<file path="config.mk">
export PLATFORM = sky130hd
export DESIGN_NAME = numpad_encoder
export DESIGN_NICKNAME = d
export VERILOG_FILES = /design/src/rtl/numpad_encoder_pkg.sv /design/src/rtl/numpad_sync.sv /design/src/rtl/numpad_encoder.sv
export SDC_FILE = /design/constraint.sdc
export NUM_CORES = 1
export LEC_CHECK = 0
export CAP_MARGIN = 5
export CORE_UTILIZATION = 50
export CTS_CLUSTER_DIAMETER = 60
export DETAILED_ROUTE_END_ITERATION = 7
export GPL_ROUTABILITY_DRIVEN = 0
export HOLD_SLACK_MARGIN = 0.05
export PLACE_DENSITY = 0.67
export SYNTH_ARGS = -nofsm -noshare
export SYNTH_HDL_FRONTEND = slang
export SYNTH_HIERARCHICAL = 1
export SYNTH_SLANG_ARGS = --single-unit
</file>
<file path="constraint.sdc">
create_clock -name clk -period 6.75 [get_ports clk]
set_clock_uncertainty 0.1 [all_clocks]
set_input_delay 0.675 -clock clk [delete_from_list [all_inputs] [get_ports clk]]
set_output_delay 0.675 -clock clk [all_outputs]
set_load 0.05 [all_outputs]
</file>
<file path="src/rtl/numpad_encoder_pkg.sv">
// Shared definitions for the numeric keypad encoder: key count, FSM state
// encoding and small helpers for one-hot key vectors.
package numpad_encoder_pkg;

  localparam int NUM_KEYS = 10;

  typedef enum logic [1:0] {
    IDLE        = 2'd0,
    DEB_PRESS   = 2'd1,
    HELD        = 2'd2,
    DEB_RELEASE = 2'd3
  } state_t;

  function automatic logic [3:0] count_keys(input logic [NUM_KEYS-1:0] keys);
    logic [3:0] total;
    total = 4'd0;
    for (int i = 0; i < NUM_KEYS; i++) begin
      total = total + {3'd0, keys[i]};
    end
    return total;
  endfunction

  function automatic logic [3:0] key_index(input logic [NUM_KEYS-1:0] keys);
    logic [3:0] idx;
    idx = 4'd0;
    for (int i = 0; i < NUM_KEYS; i++) begin
      if (keys[i]) begin
        idx = 4'(i);
      end
    end
    return idx;
  endfunction

endpackage

</file>
<file path="src/rtl/numpad_sync.sv">
// Two-flop synchronizer bringing the raw key lines into the clk domain.
module numpad_sync #(
  parameter int WIDTH = 10
) (
  input  logic             clk,
  input  logic             rst_n,
  input  logic [WIDTH-1:0] d,
  output logic [WIDTH-1:0] q
);

  logic [WIDTH-1:0] stage1_reg;
  logic [WIDTH-1:0] stage2_reg;

  always_ff @(posedge clk or negedge rst_n) begin
    if (!rst_n) begin
      stage1_reg <= '0;
      stage2_reg <= '0;
    end else begin
      stage1_reg <= d;
      stage2_reg <= stage1_reg;
    end
  end

  assign q = stage2_reg;

endmodule

</file>
<file path="src/rtl/numpad_encoder.sv">
// Debounced 10-key numeric pad encoder: accepts a single stable key, reports
// its BCD digit with a one-cycle strobe and holds a debounced pressed level.
module numpad_encoder
  import numpad_encoder_pkg::*;
#(
  parameter int DEBOUNCE_CYCLES = 4
) (
  input  logic                clk,
  input  logic                rst_n,
  input  logic [NUM_KEYS-1:0] keypad,
  output logic                numpad_pressed,
  output logic [3:0]          bcd,
  output logic                key_valid,
  output logic                multi_key
);

  localparam logic [7:0] LAST_COUNT = 8'(DEBOUNCE_CYCLES - 1);
  localparam logic [7:0] MAX_COUNT  = 8'hFF;

  logic [NUM_KEYS-1:0] sk;
  logic [NUM_KEYS-1:0] cand_mask;
  logic [3:0]          sk_ones;
  logic                sk_onehot;

  state_t     state_reg, state_next;
  logic [7:0] count_reg, count_next;
  logic [3:0] cand_reg, cand_next;
  logic       pressed_reg, pressed_next;
  logic [3:0] bcd_reg, bcd_next;
  logic       valid_reg, valid_next;
  logic       multi_reg, multi_next;

  numpad_sync #(
    .WIDTH(NUM_KEYS)
  ) u_sync (
    .clk  (clk),
    .rst_n(rst_n),
    .d    (keypad),
    .q    (sk)
  );

  assign sk_ones   = count_keys(sk);
  assign sk_onehot = (sk_ones == 4'd1);
  assign cand_mask = {{(NUM_KEYS-1){1'b0}}, 1'b1} << cand_reg;

  always_ff @(posedge clk or negedge rst_n) begin
    if (!rst_n) begin
      state_reg   <= IDLE;
      count_reg   <= 8'd0;
      cand_reg    <= 4'd0;
      pressed_reg <= 1'b0;
      bcd_reg     <= 4'd0;
      valid_reg   <= 1'b0;
      multi_reg   <= 1'b0;
    end else begin
      state_reg   <= state_next;
      count_reg   <= count_next;
      cand_reg    <= cand_next;
      pressed_reg <= pressed_next;
      bcd_reg     <= bcd_next;
      valid_reg   <= valid_next;
      multi_reg   <= multi_next;
    end
  end

  always_comb begin
    state_next = state_reg;
    count_next = count_reg;
    cand_next  = cand_reg;
    unique case (state_reg)
      IDLE: begin
        count_next = 8'd0;
        if (sk_onehot) begin
          cand_next  = key_index(sk);
          count_next = 8'd1;
          state_next = DEB_PRESS;
        end
      end
      DEB_PRESS: begin
        if (sk == cand_mask) begin
          if (count_reg == LAST_COUNT) begin
            state_next = HELD;
          end else if (count_reg != MAX_COUNT) begin
            count_next = count_reg + 8'd1;
          end
        end else begin
          count_next = 8'd0;
          state_next = IDLE;
        end
      end
      HELD: begin
        if (sk != cand_mask) begin
          count_next = (sk == '0) ? 8'd1 : 8'd0;
          state_next = DEB_RELEASE;
        end
      end
      DEB_RELEASE: begin
        // Any foreign key restarts the release debounce; the held key resumes HELD.
        if (sk == '0) begin
          if (count_reg == LAST_COUNT) begin
            count_next = 8'd0;
            state_next = IDLE;
          end else if (count_reg != MAX_COUNT) begin
            count_next = count_reg + 8'd1;
          end
        end else if (sk == cand_mask) begin
          state_next = HELD;
        end else begin
          count_next = 8'd0;
        end
      end
      default: begin
        count_next = 8'd0;
        state_next = IDLE;
      end
    endcase
  end

  always_comb begin
    valid_next   = (state_reg == DEB_PRESS) && (state_next == HELD);
    pressed_next = (state_next == HELD) || (state_next == DEB_RELEASE);
    bcd_next     = valid_next ? cand_reg : bcd_reg;
    multi_next   = (sk_ones > 4'd1);
  end

  assign numpad_pressed = pressed_reg;
  assign bcd            = bcd_reg;
  assign key_valid      = valid_reg;
  assign multi_key      = multi_reg;

endmodule

</file>
==> flow_summary.toml <==
[drt]
met1Wirelength_mm = 1.947
top_layer_used = "met4"
dr_wl_met3_um = 276
via_count = 1743
wire_per_inst_um = 15.71
drt-total-wl_mm = 4.429
vias_per_cell = 6.181
drt_iter0_markers = 201
met2_wirelength_mm = 2.139
first_pass_iters = 6
drcViolationCount = 0
drtAntennaViolNets = 0

[global_route]
grtUsageTotal_pct = 22.62
grt_pass1_wl_mm = 7.686
grt_pass1_vias = 1682
antenna_found_initial = 0
grt_start_max_net_pins = 41
grt_overflow_total = 0

[timing]
maxSlewViolCount = 0
tns_ps = 0
period_share_pct = 62.41
period_minus_slack_ps = 4212
worst_hold_slack_ps = 250.3
worstMarginPinSlew_ps = 906.3
hold_violations = 0
setup_viol = 0
rsz0062_at_grt = "false"
slew_headroom_pct = 39.11
max_freq_mhz = 237.4

[power]
ir_drop_uv = 144.1
leakage_nw = 1.093
p_switching_w = 0.0002381
p_sw_share_pct = 34.58
p_per_area_nw_per_um2 = 273.1
clkPwrFrac_pct = 29.0
comb_power_share_pct = 24.9
seq_power_share_pct = 46.2
total_power_w = 0.0006887
internal_power_w = 0.0004505

[finish]
drive_above_1_share_pct = 9.483
finalInstanceArea_sq_um = 2521
fillers = 346
syn_to_final_growth_pct = 13.27
seq_area_sq_um = 1001
diodes = 0
nets = 253
multi_input_area_sq_um = 1092

[setup_path]
path_max_fanout = 9
cp_slowest_cell = "nor3_1"
worst-r2r-setup-slack_ps = 2540
cpMostUsedCell = "fa_1"
cp_top_family = "adder cells"
path_cells = "inv_1, fa_1, fa_1, fa_1, inv_1, ha_1, fa_1, nor2b_1, a31oi_1, nor3_1, mux2_2"
crit_required_ps = 6840
endpoint_kind = "flop"
cp_slowest_stage_delay_ps = 740
crit_buf_inv = 2
worstSetupStartpointType = "flop"
critPathKind = "reg2reg"
critical_path_arrival_ps = 4300

[synthesis]
synth_xor_area_share_pct = 1.180
synth_nets = 236
netlist_area_sq_um = 2226
syn_avg_cell_area_sq_um = 10.40
muxShareOfSynthArea_pct = 3.204
synthAdderAreaFrac_pct = 7.645
synth-simple-area-share_pct = 21.36
synth_seq_cells = 40
synth_edf_count = 0
async_flop_share_pct = 100.0
syn_inst = 214
synth_top_family_by_area = "simple AND/OR/NAND/NOR gates"
yosysWarnings = 6
seq_area_frac_synth_pct = 44.97
synth_flop_cell = "dfrtp_1"
synth_compound_area_share_pct = 15.68
ys_types = 59

[die]
core-area_sq_um = 4144
pin_count = 19
core.rowCount = 23
initial_core_util_pct = 53.71
die_h_um = 68.72
die_area_sq_um = 4722
die_w_um = 68.72

[cts]
htreeDepth = 2
root_buffer = "clkbuf_8"
clk_pin_slew_worst_paths_ps = 80
clock_path_buffers = 2
insertion_delay_ps = 300
post_cts_buffers = 0
cts_resized = 0
cts_inserted_buffers = 5
ctsHoldBuffers = 0
cts_tree = "done"
cts_sinks = 40

[outcome]
outcome = "finished clean"

[job]
max_cap_violations = 0

[min_path]
hold_path.class = "reg2reg"

[placement]
dp_hpwl_mm = 3.222
portBuffers = 18
place_area_sq_um = 2406
[power groups by stage]
stage               Clock (W)  Combinational [W]  Sequential [W]
floorplan                   0           0.000165        0.000290
global placement            0           0.000167        0.000320
detailed placement          0           0.000170        0.000321
CTS                  0.000205           0.000171        0.000316
global route         0.000214           0.000193        0.000323
finish               0.000199           0.000171        0.000318
[stage by stage]
stage / cells / util, % / setup WS (ps)
global route: 282 / 60.84 / 2317
CTS: 282 / 60.84 / 2534
detailed placement: 274 / 58.06 / 2551
global placement: 274 / 58.06 / 2695
finish: 282 / 60.84 / 2538
floorplan: 214 / - / 2916
[per-layer routing]
layer	vias to the layer above	track usage, %
met5	-	0
met4	0	10.20
met3	6	5.757
met2	85	36.64
met1	843	28.41
li1	809	-
[cell usage after synthesis, types with 2 or more instances]
cell | number | share of area [%]
a22oi_1 | 2 | 0.67
nor4_1 | 3 | 0.84
a31oi_1 | 2 | 0.56
o21ai_0 | 9 | 2.0
ha_1 | 4 | 2.2
nand2_1 | 8 | 1.3
and2_1 | 3 | 0.84
dfrtp_1 | 40 | 45
nor4bb_1 | 3 | 1.3
xnor2_1 | 2 | 0.79
nor3_1 | 10 | 2.2
a21oi_1 | 6 | 1.3
mux2_4 | 4 | 2.7
and3_1 | 5 | 1.4
o211ai_2 | 2 | 1.1
nor2b_1 | 4 | 1.1
nand3_1 | 7 | 1.6
o22a_1 | 3 | 1.2
nand4_1 | 7 | 2.0
a211oi_1 | 2 | 0.67
a2bb2oi_1 | 3 | 1.2
nor2_1 | 18 | 3.0
fa_1 | 6 | 5.4
a211o_1 | 2 | 0.79
buf_6 | 3 | 1.5
inv_1 | 20 | 3.4
nor3b_1 | 2 | 0.67
clkbuf_1 | 3 | 0.51
[path summary, 6_finish.rpt]
kind | startpoint | end | cells after the start
worst max register to register | u_sync/q[5]$_DFF_PN0_ | cand_reg[2]$_DFFE_PN0P_ | 11
worst min-delay path | u_sync/stage1_reg[7]$_DFF_PN0_ | u_sync/q[7]$_DFF_PN0_ | 0
worst min register to register | u_sync/stage1_reg[7]$_DFF_PN0_ | u_sync/q[7]$_DFF_PN0_ | 0
worst max-delay path | u_sync/q[5]$_DFF_PN0_ | cand_reg[2]$_DFFE_PN0P_ | 11
max in group asynchronous | rst_n | count_reg[0]$_DFFE_PN0P_ | 1
min in group asynchronous | rst_n | multi_key$_DFF_PN0_ | 1
[layout by cell type, fill, tap and decap left out, drive strengths merged, types with 2 or more instances in the layout]
master,count
and3,5
o211ai,3
a211o,2
o22a,3
inv,21
nor2,19
a2bb2oi,3
a211oi,2
dfrtp,40
mux2,5
nor4bb,3
o21ai,10
fa,6
nor2b,4
nor3b,2
nand4,7
ha,4
nand3,8
nor4,3
clkbuf,5
nor3,11
a21oi,6
a31oi,2
o311ai,2
a22oi,2
xnor2,2
clkdlybuf4s50,17
and2,3
nand2,8
[layout make-up]
cell class	instances	share of cell area (%)
Clock inverter	3	1.836
Timing Repair Buffer	18	6.948
Sequential cell	40	39.70
Tap cell	50	2.481
Inverter	20	2.978
Multi-Input combinational cell	146	43.33
Clock buffer	5	2.730
[worst register-to-register path, delay by kind of cell (launching register included)]
| kind | cells | cell delay [ps] |
|---|---|---|
| compound gates | 1 | 60 |
| fa+ha+maj | 5 | 2080 |
| buf+inv | 2 | 160 |
| flops | 1 | 420 |
| mux | 1 | 410 |
| simple gates | 2 | 870 |
[logic make-up after synthesis]
| logic type | after synthesis |
|---|---|
| buffers and inverters | 28 |
| DFF | 40 |
| muxes | 5 |
| adders and majority gates | 10 |
| AOI/OAI and AO/OA | 46 |
| and+or+nand+nor | 82 |
| xor gates and xnor gates | 3 |
Note: power is estimated with default switching activity, not from simulation.
